$ cat src/rtl/fx2fp_pkg.sv
// Shared binary32 field widths, packed float layout and the round-to-nearest-even
// decision used by the fixed-point to float converter.
package fx2fp_pkg;

    localparam int F32_BIAS   = 127;
    localparam int F32_MANT_W = 23;
    localparam int F32_EXP_W  = 8;

    typedef struct packed {
        logic                  sign;
        logic [F32_EXP_W-1:0]  exp;
        logic [F32_MANT_W-1:0] mant;
    } float32_t;

    // Round up only above the halfway point, or exactly on it when the kept lsb is odd.
    function automatic logic rne_round(input logic lsb, input logic guard, input logic sticky);
        return guard & (sticky | lsb);
    endfunction

endpackage

$ cat src/rtl/fx2fp_lzc.sv
// Leading-one detector: index of the most significant set bit plus an all-zero flag.
module fx2fp_lzc #(
    parameter  int W     = 32,
    localparam int IDX_W = (W > 1) ? $clog2(W) : 1
) (
    input  logic [W-1:0]     i_vec,
    output logic [IDX_W-1:0] o_idx,
    output logic             o_zero
);

    // Later iterations overwrite earlier ones, so the highest set bit wins.
    always_comb begin
        o_idx = '0;
        for (int i = 0; i < W; i++) begin
            if (i_vec[i]) begin
                o_idx = IDX_W'(i);
            end
        end
    end

    assign o_zero = ~|i_vec;

endmodule

$ cat src/rtl/fixedp2floatp_pipe.sv
// Three-stage signed fixed-point to IEEE-754 binary32 converter with RNE rounding and
// valid/ready flow control. Define FX2FP_INEXACT_EN to add the out_inexact flag.
module fixedp2floatp_pipe
    import fx2fp_pkg::*;
#(
    parameter int INT_BITS  = 16,
    parameter int FRAC_BITS = 16
) (
    input  logic                          clk,
    input  logic                          rst_n,
    input  logic                          in_valid,
    output logic                          in_ready,
    input  logic [INT_BITS+FRAC_BITS-1:0] in_fixed,
    output logic                          out_valid,
    input  logic                          out_ready,
    output logic [31:0]                   out_float
`ifdef FX2FP_INEXACT_EN
    ,
    output logic                          out_inexact
`endif
);

    localparam int W     = INT_BITS + FRAC_BITS;
    localparam int IDX_W = (W > 1) ? $clog2(W) : 1;

    logic w_advance;

    logic w_sign;
    logic [W-1:0] w_mag;
    logic r_s1Valid;
    logic r_s1Sign;
    logic [W-1:0] r_s1Mag;

    logic [IDX_W-1:0] w_idx;
    logic w_zero;
    logic [IDX_W-1:0] w_shift;
    logic [W-2:0] w_frac;
    logic r_s2Valid;
    logic r_s2Sign;
    logic r_s2Zero;
    logic [IDX_W-1:0] r_s2Idx;
    logic [W-2:0] r_s2Frac;

    logic [W+24:0] w_ext;
    logic [22:0] w_mant;
    logic w_guard;
    logic w_sticky;
    logic w_roundUp;
    logic [23:0] w_mantSum;
    logic w_carry;
    float32_t w_result;
    logic r_s3Valid;
    float32_t r_s3Float;

    // The whole pipe moves as one unit whenever the output slot is free or being drained.
    assign w_advance = ~r_s3Valid | out_ready;
    assign in_ready  = w_advance;

    assign w_sign = in_fixed[W-1];
    assign w_mag  = w_sign ? -in_fixed : in_fixed;

    fx2fp_lzc #(.W(W)) u_lzc (
        .i_vec  (r_s1Mag),
        .o_idx  (w_idx),
        .o_zero (w_zero)
    );

    // The hidden bit is implied after normalisation, so only the bits below it are kept.
    assign w_shift = IDX_W'(W - 1) - w_idx;
    assign w_frac  = (W-1)'(r_s1Mag << w_shift);

    // Zero padding lets narrow words share the same mantissa/guard/sticky slicing.
    assign w_ext     = {r_s2Frac, 26'd0};
    assign w_mant    = w_ext[W+24 -: 23];
    assign w_guard   = w_ext[W+1];
    assign w_sticky  = |w_ext[W:0];
    assign w_roundUp = rne_round(w_mant[0], w_guard, w_sticky);
    assign w_mantSum = {1'b0, w_mant} + 24'(w_roundUp);
    assign w_carry   = w_mantSum[23];

    always_comb begin
        w_result = '0;
        if (!r_s2Zero) begin
            w_result.sign = r_s2Sign;
            w_result.exp  = 8'(F32_BIAS + int'(r_s2Idx) - FRAC_BITS + int'(w_carry));
            w_result.mant = w_mantSum[22:0];
        end
    end

    always_ff @(posedge clk) begin
        if (!rst_n) begin
            r_s1Valid <= 1'b0;
            r_s2Valid <= 1'b0;
            r_s3Valid <= 1'b0;
        end else if (w_advance) begin
            r_s1Valid <= in_valid;
            r_s2Valid <= r_s1Valid;
            r_s3Valid <= r_s2Valid;
        end
    end

    always_ff @(posedge clk) begin
        if (w_advance) begin
            r_s1Sign <= w_sign;
            r_s1Mag  <= w_mag;
            r_s2Sign <= r_s1Sign;
            r_s2Zero <= w_zero;
            r_s2Idx  <= w_idx;
            r_s2Frac <= w_frac;
        end
    end

    always_ff @(posedge clk) begin
        if (!rst_n) begin
            r_s3Float <= '0;
        end else if (w_advance) begin
            r_s3Float <= w_result;
        end
    end

    assign out_valid = r_s3Valid;
    assign out_float = r_s3Float;

`ifdef FX2FP_INEXACT_EN
    logic r_s3Inexact;

    // Gated by the stage valid so a bubble in the output slot never reports inexact.
    always_ff @(posedge clk) begin
        if (!rst_n) begin
            r_s3Inexact <= 1'b0;
        end else if (w_advance) begin
            r_s3Inexact <= r_s2Valid & (w_guard | w_sticky);
        end
    end

    assign out_inexact = r_s3Inexact;
`endif

endmodule

$ cat config.mk
export PLATFORM = sky130hd
export DESIGN_NAME = fixedp2floatp_pipe
export DESIGN_NICKNAME = d
export VERILOG_FILES = /design/src/rtl/fx2fp_pkg.sv /design/src/rtl/fx2fp_lzc.sv /design/src/rtl/fixedp2floatp_pipe.sv
export SDC_FILE = /design/constraint.sdc
export NUM_CORES = 1
export LEC_CHECK = 0
export ABC_AREA = 1
export CORE_MARGIN = 1
export CORE_UTILIZATION = 40
export DETAILED_ROUTE_END_ITERATION = 16
export DONT_BUFFER_PORTS = 1
export PLACE_DENSITY_LB_ADDON = 0.08
export SLEW_MARGIN = 0
export SYNTH_ARGS = -nofsm -noshare
export SYNTH_HDL_FRONTEND = slang
export SYNTH_SLANG_ARGS = --single-unit
$ cat constraint.sdc
create_clock -name clk -period 3.9 [get_ports clk]
set_input_delay 0.39 -clock clk [delete_from_list [all_inputs] [get_ports clk]]
set_output_delay 0.39 -clock clk [all_outputs]
set_load 0.1 [all_outputs]
* Yosys cells after proc, flatten, opt, wreduce, memory -nomap -nowiden *
Cells that the tools add are included.

cells by class
  reductions and logical operators = 3
  shift-type cells = 1
  multiplexer cells = 33
  $add $sub $neg = 6
  bitwise gates (word level) = 4

operators by type and width
  kind                                              count
  two-way mux 5 bit                                 16
  two-way mux 32 bit                                1
  two-way mux 4 bit                                 8
  negation 32 bit                                   1
  OR reduction 32 bit                               1
  << shifter 32 x 5 -> 31 bit                       1
  two-way mux 31 bit                                1
  adder 23 x 1 -> 24 bit                            1
  two-way mux 3 bit                                 4
  adder 7 x 5 -> 8 bit, first input constant        1
  adder 8 x 2 -> 8 bit                              1
  subtractor 8 x 5 -> 8 bit, second input constant  1
  OR reduction 7 bit                                1
  subtractor 5 bit, first input constant            1
  two-way mux 2 bit                                 2
  OR 1 bit                                          2
  AND 1 bit                                         1
  logical NOT 1 bit                                 1
  two-way mux 1 bit                                 1
  NOT 1 bit                                         1

word-level totals
  output and inout bits = 34
  bits in registers = 106
  logic and storage cells = 60

* Longest topological paths before layout *
  word-level depth = 33
  gate-level depth with buffers = 39

* Hierarchy *
From an unflattened synthesis, not the netlist that was laid out.

second synthesis, totals
  cells, all modules = 1048
  area, all modules = 7170.6 sq um

by module, submodules not included
  module              area an instance (sq um)  cells an instance  sequential area each (sq um)  times used
  fixedp2floatp_pipe  6755.2                    942                2832.7                        1
  fx2fp_lzc           415.4                     106                0.0                           1

* Worst setup path before layout *
Ideal clock, no wire load.

  path kind = register to register
  from = register r_s3Valid (netlist: out_valid)
  to = register r_s1Mag[0] (enable)
  path buffers = 0
  stages on the path, launching flop included = 4
  arrival = 2.879 ns
  setup slack = 0.566 ns
  required time = 3.445 ns
  path through = dfxtp_1 inv_1 nor2_1 inv_1

between the ends
  longest elaborated chain between the ends = 2

ends and longest elaborated chain
  what                    RTL line                   source
  from (decl)             fixedp2floatp_pipe.sv:52   logic r_s3Valid;
  from (signal assigned)  fixedp2floatp_pipe.sv:98   r_s3Valid <= r_s2Valid;
  NOT 1 bit               fixedp2floatp_pipe.sv:56   assign w_advance = ~r_s3Valid | out_ready;
  OR 1 bit                fixedp2floatp_pipe.sv:56
  net in_ready            fixedp2floatp_pipe.sv:12   output logic in_ready,
  to (signal assigned)    fixedp2floatp_pipe.sv:105  r_s1Mag <= w_mag;
  to (decl)               fixedp2floatp_pipe.sv:32   logic [W-1:0] r_s1Mag;

The timed path passes the listed nets, and every way through them passes these cells.
A chain may end at the register's enable or synchronous reset.

* Worst setup path in the final report *
  from = register r_s2Frac[8]
  to = register r_s3Float, in the netlist out_float[24]

between the ends
  longest elaborated chain between the ends = 5

ends and longest elaborated chain
  what                        RTL line                   source
  from (decl)                 fixedp2floatp_pipe.sv:42   logic [W-2:0] r_s2Frac;
  from (signal assigned)      fixedp2floatp_pipe.sv:109  r_s2Frac <= w_frac;
  OR 1 bit                    fx2fp_pkg.sv:17            return guard & (sticky | lsb);
  AND 1 bit                   fx2fp_pkg.sv:17
  adder 23 x 1 -> 24 bit (*)  fixedp2floatp_pipe.sv:78   assign w_mantSum = {1'b0, w_mant} + 24'(w_roundUp);
  adder 8 x 2 -> 8 bit (*)    fixedp2floatp_pipe.sv:85   w_result.exp = 8'(F32_BIAS + int'(r_s2Idx) - FRAC_BITS + int'(w_carry));
  two-way mux 32 bit (*)      fixedp2floatp_pipe.sv:83   if (!r_s2Zero) begin
  to (signal assigned)        fixedp2floatp_pipe.sv:117  r_s3Float <= w_result;
  to (decl)                   fixedp2floatp_pipe.sv:53   float32_t r_s3Float;

Mark *: on every way between the ends. The rest lies on a longest branch, timed or not.

==> metrics.txt <==
# TYPE chip_impl_metric gauge
chip_impl_info{name="post-synth-top-count-cell",value="sky130_fd_sc_hd__nand2_1"} 1
chip_impl_metric{name="max_stage_delay",unit="ns"} 0.36
chip_impl_info{name="crit_path_frequent_cell",value="sky130_fd_sc_hd__inv_2"} 1
chip_impl_metric{name="depth_of_the_worst_register_to_register_path",unit=""} 27
chip_impl_metric{name="slew-limit-headroom",unit="%"} 28.48
chip_impl_metric{name="num_rows",unit=""} 47
chip_impl_metric{name="grt_first_pass_wirelength",unit="µm"} 27820
chip_impl_info{name="yosys-top-cells-count",value="sky130_fd_sc_hd__nand2_1 (239), sky130_fd_sc_hd__nand3_1 (208), sky130_fd_sc_hd__inv_1 (114)"} 1
chip_impl_info{name="hold_path_class",value="input port to flip-flop"} 1
chip_impl_metric{name="muxShareOfSynthArea",unit="%"} 0
chip_impl_info{name="rsz_0062_raised_after_global_routing",value="no"} 1
chip_impl_metric{name="min_period_over_period",unit="%"} 89.25
chip_impl_metric{name="fin_skew",unit="ns"} 0.01018
chip_impl_info{name="end_kind",value="flip-flop"} 1
chip_impl_metric{name="power_density",unit="nW/µm²"} 533.6
chip_impl_metric{name="grt_use_total",unit="%"} 19.97
chip_impl_metric{name="ys_seq_elements",unit=""} 106
chip_impl_info{name="main_combinational_cell_family_by_area_after_synthesis",value="simple AND/OR/NAND/NOR gates"} 1
chip_impl_metric{name="final_cell_count_no_fill",unit=""} 1161
chip_impl_metric{name="via_per_inst",unit=""} 5.126
chip_impl_metric{name="setup_total_negative_slack",unit="ns"} 0
chip_impl_metric{name="cts_sinks",unit=""} 106
chip_impl_metric{name="clock_transition_at_the_registers_of_the_reported_paths",unit="ns"} 0.07
chip_impl_metric{name="share_of_the_synthesized_area_in_compound_gates_ao_oa_aoi_oai",unit="%"} 6.596
chip_impl_metric{name="core_area",unit="µm²"} 16520
chip_impl_info{name="postSynth.topFlopCell",value="sky130_fd_sc_hd__edfxtp_1"} 1
chip_impl_metric{name="drc",unit=""} 0
chip_impl_metric{name="first_global_vias",unit=""} 5560
chip_impl_info{name="cts.root.buffer_cell",value="sky130_fd_sc_hd__clkbuf_16"} 1
chip_impl_metric{name="synth_top_area_share",unit="%"} 31.57
chip_impl_metric{name="num-nets-final",unit=""} 976
chip_impl_metric{name="antenna_cells",unit=""} 0
chip_impl_metric{name="largest_net_degree_at_the_start_of_global_routing",unit=""} 69
chip_impl_metric{name="floorplan.initialDensity",unit="%"} 40.86
chip_impl_metric{name="floorplan.io_pins",unit=""} 70
chip_impl_metric{name="p_leak",unit="nW"} 3.242
chip_impl_info{name="yosysTopAreaCell",value="sky130_fd_sc_hd__edfxtp_1"} 1
chip_impl_metric{name="avg_wl_per_cell",unit="µm"} 14.13
chip_impl_metric{name="ratio_of_cells_with_drive_above_1_in_the_final_layout",unit="%"} 6.164
chip_impl_metric{name="drv.max_cap_violation_count",unit=""} 0
chip_impl_metric{name="arrival",unit="ns"} 3.77
chip_impl_metric{name="synthArstFlopShare",unit="%"} 0
chip_impl_metric{name="grt_antenna_before_repair",unit=""} 0
chip_impl_metric{name="place.gp.congestion",unit=""} 0.8439
chip_impl_metric{name="whs_path_depth",unit=""} 0
chip_impl_metric{name="dieArea",unit="µm²"} 17410
chip_impl_metric{name="timing.final.hold_violations",unit=""} 0
chip_impl_metric{name="postRouteAntennaNets",unit=""} 0
chip_impl_metric{name="synthesized_net_count",unit=""} 995
chip_impl_metric{name="yosys_warnings",unit=""} 0
chip_impl_metric{name="post-place-cells",unit=""} 1144
chip_impl_metric{name="detailedRoute.firstPassIterationCount",unit=""} 5
chip_impl_metric{name="flow.area_growth_from_synthesis",unit="%"} 7.782
chip_impl_metric{name="cts-buffers-inserted",unit=""} 9
chip_impl_metric{name="fmax",unit="MHz"} 287.3
chip_impl_metric{name="synthXorXnorAreaFrac",unit="%"} 4.150
chip_impl_metric{name="synthesis.area_per_instance",unit="µm²"} 7.071
chip_impl_metric{name="final_period_minus_worst_setup_slack",unit="ns"} 3.481
chip_impl_metric{name="critPathMaxFanout",unit=""} 3
chip_impl_info{name="slowest_stage",value="sky130_fd_sc_hd__edfxtp_1"} 1
chip_impl_metric{name="yosysSeqAreaShare",unit="%"} 41.95
chip_impl_metric{name="cts_hold_buffers",unit=""} 0
chip_impl_metric{name="synth-edff-count",unit=""} 71
chip_impl_metric{name="die_x",unit="µm"} 131.9
chip_impl_info{name="synth.top_cells.by_area",value="sky130_fd_sc_hd__edfxtp_1 (32%), sky130_fd_sc_hd__nand3_1 (15%), sky130_fd_sc_hd__nand2_1 (13%), sky130_fd_sc_hd__dfxtp_1 (10%), sky130_fd_sc_hd__inv_1 (6.3%)"} 1
chip_impl_metric{name="drtIter0Drc",unit=""} 540
chip_impl_metric{name="numPortBuffers",unit=""} 0
chip_impl_metric{name="timing.final.setup_violations",unit=""} 0
chip_impl_metric{name="timing.critical_path.required",unit="ns"} 4.19
chip_impl_metric{name="clk-insertion-delay-late",unit="ns"} 0.36
chip_impl_metric{name="timing.final.max_slew_violations",unit=""} 0
chip_impl_info{name="status",value="completed"} 1
chip_impl_metric{name="grt-ovfl-total",unit=""} 0
chip_impl_metric{name="synth_cell_type_count",unit=""} 35
chip_impl_metric{name="synth_simple_gate_area_share",unit="%"} 37.19
chip_impl_metric{name="via_count",unit=""} 5951
chip_impl_info{name="cts_tree",value="built"} 1
chip_impl_metric{name="synthesis.area",unit="µm²"} 6753
chip_impl_metric{name="clock_tree.buffer_depth",unit=""} 2
chip_impl_metric{name="post-route-util",unit="%"} 44.04
chip_impl_metric{name="totalWireLength",unit="µm"} 16410
chip_impl_info{name="timing.critical_path.from_type",value="flip-flop"} 1
chip_impl_metric{name="die_y",unit="µm"} 131.9
chip_impl_metric{name="max_slew.worst_pin.slew",unit="ns"} 1.073
chip_impl_metric{name="dp.final_hpwl",unit="µm"} 12260
chip_impl_metric{name="cts_max_level",unit=""} 3
chip_impl_metric{name="synthAdderAreaFrac",unit="%"} 0.7412
chip_impl_info{name="path_class",value="flip-flop to flip-flop"} 1
chip_impl_metric{name="worst_ir_drop_vdd",unit="µV"} 222.8
chip_impl_metric{name="synthesis.instances",unit=""} 955
[logic make-up after synthesis]
| kind of cell | Yosys count |
|---|---|
| buffers and inverters | 159 |
| adder cells (fa/ha/maj) | 4 |
| AND/OR/NAND/NOR | 572 |
| XOR/XNOR | 32 |
| AO/OA/AOI/OAI | 82 |
| flip-flops | 106 |
[routing by layer]
metal / track usage, % / part of all wire (%) / vias up
met5: 0 / 0 / -
met4: 5.556 / 1.2 / 0
met3: 3.537 / 4.0 / 13
met2: 32.28 / 47 / 125
met1: 27.37 / 48 / 2697
li1: - / - / 3116
[where the power goes]
part	switching, W	total (W)	internal [W]
clock network	0.000429	0.000891	0.000463
registers	0.000571	0.00202	0.00145
logic	0.000647	0.000973	0.000326
[critical path: cells and delay by family, from the launching register on]
| family | cells | cell delay (ns) |
|---|---|---|
| buffers and inverters | 7 | 0.43 |
| and+or+nand+nor | 17 | 2.03 |
| DFF | 1 | 0.36 |
| AOI/OAI and AO/OA | 1 | 0.11 |
| adders and majority gates | 2 | 0.45 |
[cell type report]
class	count	area, µm²
clock buffers	11	242.7
clock inverters	5	45.04
fillers	1769	9246
inverters	118	445.4
multi-input cells	690	3354
flip-flops and latches	106	2833
well taps	220	275.3
repair buffers	11	82.58
[per-stage QoR]
step	hold WS, ns	total power, W	area [µm²]	worst slack [ns]
global route	0.1041	0.004138	7278	0.001260
detailed placement	0.4190	0.002996	6922	0.3675
finish	0.1203	0.003884	7278	0.4192
global placement	0.4043	0.002993	6922	0.4252
floorplan	0.4003	0.002754	6753	0.5655
CTS	0.1114	0.003889	7209	0.3445
[what timing repair did]
item / in CTS / in global routing
endpoints found under the setup margin: 0 / 5
endpoints found under the hold margin: 0 / 0
setup buffers: 0 / 1
gates resized for setup: 0 / 20
[final timing paths]
path          startpoint  slack (ns)            end
max          r_s2Frac[8]        0.42  out_float[24]
min          in_fixed[0]        0.12     r_s1Mag[0]
max reg2reg  r_s2Frac[8]        0.42  out_float[24]
min reg2reg     r_s1Sign        0.43       r_s2Sign
[cells in the final DEF (no fill, tap or decap), types with 12 or more instances in the layout]
cell,netlist,final
sky130_fd_sc_hd__o21ai_0,21,20
sky130_fd_sc_hd__nor3_1,13,13
sky130_fd_sc_hd__xnor2_1,12,12
sky130_fd_sc_hd__nand2_1,239,238
sky130_fd_sc_hd__a21oi_1,45,44
sky130_fd_sc_hd__xor2_1,20,20
sky130_fd_sc_hd__nor2_1,85,80
sky130_fd_sc_hd__edfxtp_1,71,71
sky130_fd_sc_hd__inv_1,114,109
sky130_fd_sc_hd__dfxtp_1,35,35
sky130_fd_sc_hd__nand3_1,208,204
[state kept, by name (all words and copies together), names as in the netlist]
name / cells
r_s2Zero: 1
r_s1Valid: 1
out_float: 32
out_valid: 1
r_s2Valid: 1
r_s1Mag: 32
r_s2Idx: 5
r_s1Sign: 1
r_s2Sign: 1
r_s2Frac: 31
No activity file was read; power rests on OpenSTA's default activity.
